===== src/rtl/spi_pkg.sv =====
// Shared constants for the SPI pin conditioner: channel map, defaults, counter sizing.
// Latency: n/a (declarations only).
// Backpressure: n/a.
package spi_pkg;

    localparam int SPI_CH_SCLK = 0;
    localparam int SPI_CH_CS   = 1;
    localparam int SPI_CH_MOSI = 2;

    localparam int              SPI_CHANNELS_DEFAULT = 3;
    localparam int              SPI_WAITTIME_DEFAULT = 3;
    localparam logic [2:0]      SPI_INIT_DEFAULT     = 3'b010;

    // Debounce counter must be able to hold 0..WAITTIME.
    function automatic int spiCntWidth(input int waitTime);
        return $clog2(waitTime + 1);
    endfunction

endpackage


===== src/rtl/spi_input_conditioner_if.sv =====
// Pin-side and conditioned-side bundle for spi_input_conditioner; glitchCount only with SPI_COND_GLITCH_CNT_EN.
// Latency: n/a (wires only).
// Backpressure: none.
interface spi_input_conditioner_if #(
    parameter int CHANNELS = spi_pkg::SPI_CHANNELS_DEFAULT
);
    logic [CHANNELS-1:0] noisySignal;
    logic [CHANNELS-1:0] conditioned;
    logic [CHANNELS-1:0] positiveEdge;
    logic [CHANNELS-1:0] negativeEdge;
`ifdef SPI_COND_GLITCH_CNT_EN
    logic [7:0]          glitchCount;
`endif

    modport master (
        output noisySignal,
        input  conditioned,
        input  positiveEdge,
        input  negativeEdge
`ifdef SPI_COND_GLITCH_CNT_EN
        , input glitchCount
`endif
    );

    modport slave (
        input  noisySignal,
        output conditioned,
        output positiveEdge,
        output negativeEdge
`ifdef SPI_COND_GLITCH_CNT_EN
        , output glitchCount
`endif
    );

endinterface


===== src/rtl/spi_cond_channel.sv =====
// One pin: 2-flop sync, WAITTIME-cycle debounce, registered edge pulses; abort strobe with SPI_COND_GLITCH_CNT_EN.
// Latency: pin change sampled at edge k appears at edge k+1+WAITTIME.
// Backpressure: none; the pin is sampled every cycle.
module spi_cond_channel
    import spi_pkg::*;
#(
    parameter int   WAITTIME = SPI_WAITTIME_DEFAULT,
    parameter logic INIT     = 1'b0
) (
    input  logic clk,
    input  logic reset_n,
    input  logic noisySignal,
    output logic conditioned,
    output logic positiveEdge,
    output logic negativeEdge
`ifdef SPI_COND_GLITCH_CNT_EN
    , output logic abort
`endif
);

    localparam int            CW   = spiCntWidth(WAITTIME);
    localparam logic [CW-1:0] LAST = CW'(WAITTIME - 1);

    logic          sync0;
    logic          sync1;
    logic [CW-1:0] counter;

    always_ff @(posedge clk or negedge reset_n) begin
        if (!reset_n) begin
            sync0        <= INIT;
            sync1        <= INIT;
            conditioned  <= INIT;
            positiveEdge <= 1'b0;
            negativeEdge <= 1'b0;
            counter      <= '0;
        end else begin
            sync0        <= noisySignal;
            sync1        <= sync0;
            positiveEdge <= 1'b0;
            negativeEdge <= 1'b0;
            if (sync1 == conditioned) begin
                // Level fell back before WAITTIME elapsed: pending transition is dropped.
                counter <= '0;
            end else if (counter == LAST) begin
                conditioned  <= sync1;
                positiveEdge <= sync1;
                negativeEdge <= ~sync1;
                counter      <= '0;
            end else begin
                counter <= counter + 1'b1;
            end
        end
    end

`ifdef SPI_COND_GLITCH_CNT_EN
    assign abort = (counter != '0) && (sync1 == conditioned);
`endif

endmodule


===== src/rtl/spi_input_conditioner.sv =====
// Conditions raw SCLK/CS/MOSI into clk domain; optional saturating glitchCount under SPI_COND_GLITCH_CNT_EN.
// Latency: 1+WAITTIME cycles from pin sample to conditioned level and edge pulse.
// Backpressure: none; all channels sampled every cycle in parallel.
module spi_input_conditioner
    import spi_pkg::*;
#(
    parameter int                  CHANNELS = SPI_CHANNELS_DEFAULT,
    parameter int                  WAITTIME = SPI_WAITTIME_DEFAULT,
    parameter logic [CHANNELS-1:0] INIT     = SPI_INIT_DEFAULT
) (
    input  logic                   clk,
    input  logic                   reset_n,
    spi_input_conditioner_if.slave bus
);

    logic [CHANNELS-1:0] condVec;
    logic [CHANNELS-1:0] posVec;
    logic [CHANNELS-1:0] negVec;
`ifdef SPI_COND_GLITCH_CNT_EN
    logic [CHANNELS-1:0] abortVec;
`endif

    for (genvar i = 0; i < CHANNELS; i++) begin : gCh
        spi_cond_channel #(
            .WAITTIME (WAITTIME),
            .INIT     (INIT[i])
        ) uCh (
            .clk          (clk),
            .reset_n      (reset_n),
            .noisySignal  (bus.noisySignal[i]),
            .conditioned  (condVec[i]),
            .positiveEdge (posVec[i]),
            .negativeEdge (negVec[i])
`ifdef SPI_COND_GLITCH_CNT_EN
            , .abort      (abortVec[i])
`endif
        );
    end

    assign bus.conditioned  = condVec;
    assign bus.positiveEdge = posVec;
    assign bus.negativeEdge = negVec;

`ifdef SPI_COND_GLITCH_CNT_EN
    logic [7:0] glitchCount;
    logic [8:0] glitchSum;

    // One extra bit catches overflow so the count can clamp at 8'hFF.
    always_comb begin
        glitchSum = {1'b0, glitchCount};
        for (int i = 0; i < CHANNELS; i++) begin
            glitchSum = glitchSum + {8'd0, abortVec[i]};
        end
    end

    always_ff @(posedge clk or negedge reset_n) begin
        if (!reset_n) begin
            glitchCount <= 8'd0;
        end else begin
            glitchCount <= (glitchSum > 9'd255) ? 8'hFF : glitchSum[7:0];
        end
    end

    assign bus.glitchCount = glitchCount;
`endif

endmodule


===== src/flat_wrapper.sv =====
// flat-port wrapper written by rule: the top's interface ports become plain ports
module spi_input_conditioner_flat import spi_pkg::*;
#(
    parameter int                  CHANNELS = SPI_CHANNELS_DEFAULT,
    parameter int                  WAITTIME = SPI_WAITTIME_DEFAULT,
    parameter logic [CHANNELS-1:0] INIT     = SPI_INIT_DEFAULT
)
  (clk, reset_n, bus_noisySignal, bus_conditioned, bus_positiveEdge, bus_negativeEdge);
  spi_input_conditioner_if #(.CHANNELS(CHANNELS)) bus_i ();
  input  logic clk;
  input  logic reset_n;
  input wire logic [$bits(bus_i.noisySignal)-1:0] bus_noisySignal;
  output wire logic [$bits(bus_i.conditioned)-1:0] bus_conditioned;
  output wire logic [$bits(bus_i.positiveEdge)-1:0] bus_positiveEdge;
  output wire logic [$bits(bus_i.negativeEdge)-1:0] bus_negativeEdge;
  assign bus_i.noisySignal = bus_noisySignal;
  assign bus_conditioned = bus_i.conditioned;
  assign bus_positiveEdge = bus_i.positiveEdge;
  assign bus_negativeEdge = bus_i.negativeEdge;
  spi_input_conditioner #(.CHANNELS(CHANNELS), .WAITTIME(WAITTIME), .INIT(INIT)) u_core (.clk(clk), .reset_n(reset_n), .bus(bus_i));
endmodule

===== config.mk =====
export PLATFORM = sky130hd
export DESIGN_NAME = spi_input_conditioner_flat
export DESIGN_NICKNAME = d
export VERILOG_FILES = /design/src/rtl/spi_pkg.sv /design/src/rtl/spi_input_conditioner_if.sv /design/src/rtl/spi_cond_channel.sv /design/src/rtl/spi_input_conditioner.sv /design/src/flat_wrapper.sv
export SDC_FILE = /design/constraint.sdc
export NUM_CORES = 1
export LEC_CHECK = 0
export BUFFER_PORTS_ARGS = -buffer_cell sky130_fd_sc_hd__buf_4
export CAP_MARGIN = 20
export CORE_UTILIZATION = 55
export CTS_BUF_LIST = sky130_fd_sc_hd__clkbuf_8
export DETAILED_ROUTE_END_ITERATION = 16
export PLACE_DENSITY = 0.79
export SKIP_CTS_REPAIR_TIMING = 1
export SLEW_MARGIN = 15
export SYNTH_ARGS = -nofsm -noshare
export SYNTH_HDL_FRONTEND = slang
export SYNTH_SLANG_ARGS = --single-unit

===== constraint.sdc =====
create_clock -name clk -period 1.43 [get_ports clk]
set_clock_uncertainty 0.2 [all_clocks]
set_input_delay 0.2145 -clock clk [delete_from_list [all_inputs] [get_ports clk]]
set_output_delay 0.2145 -clock clk [all_outputs]
set_load 0.005 [all_outputs]

==> impl_metrics.py <==
metrics = {
    "status": {
        "outcome": "finished clean",
    },
    "detailed_routing": {
        "highest_layer": "met4",
        "via_count": 365,
        "dr_wl_met3_um": 49,
        "dr.pass1.iters": 2,
        "met2_length_um": 418,
        "met1_length_um": 445,
        "drcViolationCount": 0,
        "wl_um": 925,
        "drtIter0Drc": 5,
        "post_drt_wl_per_cell_um": 11.86,
        "viasPerCell": 4.679,
        "final_antenna_net_count": 0,
    },
    "setup_path": {
        "critPathLaunch": "u_core.gCh[1].uCh.conditioned",
        "critPathCaptureType": "output pin",
        "r2r_end": "u_core.gCh[0].uCh.conditioned",
        "cp_max_fo": 5,
        "critPathCapture": "bus_conditioned[1]",
        "arrival_ns": 0.93,
        "crit_type": "flip-flop to output pin",
        "crit_cells": 1,
        "rr_startpoint": "u_core.gCh[0].uCh.counter[0]",
        "crit_chain": "buf_4",
        "r2r_setup_slack_ns": 0.28,
        "reg2regPathDepth": 2,
        "worst_path_max_delay_cell": "dfstp_2",
        "start_kind": "flip-flop",
        "path_delay_family": "flip-flops",
        "max_stage_delay_ns": 0.57,
        "cp_data_required_time_ns": 1.02,
        "cp_num_buf_inv": 1,
    },
    "die": {
        "die_w_um": 39.92,
        "fp-row-count": 13,
        "chipHeight_um": 39.92,
        "die_area_um2": 1593,
        "initial_utilization": 0.6002,
        "io_pins": 14,
        "coreArea_um2": 1318,
    },
    "finish": {
        "antenna_cells": 0,
        "final_cell_mix": "dfrtp_1 (18), buf_4 (13), nor3b_1 (7)",
        "final_common_cell": "dfrtp_1",
        "drive_above_1_share": 0.3968,
        "area_growth_pct": 16.93,
        "final_nets": 69,
    },
    "cts": {
        "numCtsBuffers": 3,
        "cts.path.max_buffers": 2,
        "htreeDepth": 1,
        "clk_pin_slew_ns": 0.07,
        "clock-sinks": 21,
        "cts_root_buf": "clkbuf_8",
        "clk-insertion-delay-late_ns": 0.25,
        "cts_tree": "yes",
    },
    "sta": {
        "worst_slew_pin_slew_ns": 0.2469,
        "period_share": 0.9396,
        "finalSetupViolCount": 0,
        "period_needed_ns": 1.344,
        "rsz0062_at_grt": "no",
        "tns_ns": 0,
        "finalHoldViolCount": 0,
        "slew_headroom": 0.8354,
        "fmax_mhz": 744.2,
        "whs_ns": 0.1486,
        "drv_slew": 0,
    },
    "worst_hold_path": {
        "hp-class": "flip-flop to flip-flop",
    },
    "synth": {
        "netlist_area_um2": 790.8,
        "synth_cell_type_count": 11,
        "synth_seq_cells": 21,
        "synth_area_leader_cell": "dfrtp_1",
        "syn_nets": 56,
        "yosysWarnings": 0,
        "avgSynthCellArea_um2": 15.51,
        "synthTopCellsByArea": "dfrtp_1 (57%), dfstp_2 (10%), buf_4 (8.5%), nor3b_1 (6.6%), mux2_4 (3.8%)",
        "syn_inst": 51,
        "synth_top_area_frac": 0.5696,
        "synth-seq-area-share": 0.6693,
    },
    "pwr": {
        "power.leakage_uw": 0.0004440,
        "power_density_nw_per_um2": 1795,
        "max-vdd-ir-drop_mv": 1.152,
    },
    "run": {
        "drv_cap": 0,
    },
    "placement": {
        "port_buffers": 13,
        "place_hpwl_um": 617.7,
        "gp_congestion": 0.6050,
    },
    "grt": {
        "overflow": 0,
        "grt_pass1_wl_um": 1359,
        "grt_antenna_before_repair": 0,
        "grtUsageTotal": 0.1396,
        "grt_pass1_vias": 333,
        "grt_max_degree": 22,
    },
}
==> worst min-delay path by stage <==
stage / from / end / depth (start not counted)
5_1_grt: u_core.gCh[0].uCh.sync0 / u_core.gCh[0].uCh.sync1 / 0
3_5_place_dp: reset_n / u_core.gCh[2].uCh.counter[0] / 1
4_1_cts: reset_n / u_core.gCh[2].uCh.counter[0] / 1
6_report: u_core.gCh[2].uCh.sync0 / u_core.gCh[2].uCh.sync1 / 0
2_1_floorplan: reset_n / u_core.gCh[0].uCh.conditioned / 0
3_3_place_gp: reset_n / u_core.gCh[2].uCh.counter[0] / 1
==> power by group <==
group	leakage (uW)	switching (uW)	internal (uW)
registers	0.000263	137	749
logic	0.000154	131	283
clock network	0.0000269	169	190
==> stage by stage <==
step                      setup slack, ns  total power [uW]    util  cells  instance area (um^2)
final                             0.08632              1660  0.7018     78                 924.6
after global routing              0.05808              1768  0.7018     78                 924.6
after floorplan                    0.3175              1224       -     51                 790.8
after global placement             0.3068              1284  0.6372     70                 839.6
after detailed placement           0.2924              1307  0.6372     70                 839.6
after CTS                         0.07812              1675  0.6714     74                 884.6
==> synthesized netlist by cell type <==
cell	instances
dfrtp_1	18
dfstp_2	3
mux2_2	1
and3b_1	2
nor3_1	3
nor3b_1	7
nor2b_4	1
nand2b_4	2
xnor2_1	3
buf_4	9
mux2_4	2
==> logic make-up (layout without fill, tap and decap cells) <==
logic type             count (synthesis)  count (layout)  share of synthesized area
multiplexers                           3               3                    0.05222
buffers and inverters                  9              21                    0.08544
XOR/XNOR                               3               3                    0.03323
AND/OR/NAND/NOR                       15              15                     0.1598
flip-flops                            21              21                     0.6693
==> area by class of cell <==
type	count	area, um^2
multi-input combinational	21	193.9
clock buffer	3	41.29
timing repair buffer	17	137.6
tap	15	18.77
fill	99	392.9
sequential	21	529.3
clock inverter	1	3.754
==> state kept, by name, indices dropped and copies added, names as in the netlist <==
name / cells
u_core.gCh.uCh.sync0: 3
u_core.gCh.uCh.positiveEdge: 3
u_core.gCh.uCh.conditioned: 3
u_core.gCh.uCh.counter: 6
u_core.gCh.uCh.sync1: 3
u_core.gCh.uCh.negativeEdge: 3
==> layer usage <==
layer | vias to the layer above | track usage
met5 | - | 0
met2 | 11 | 0.1976
met1 | 170 | 0.1825
met3 | 2 | 0.03409
li1 | 182 | -
met4 | 0 | 0.1034
Note: power is estimated with default switching activity, not from simulation.
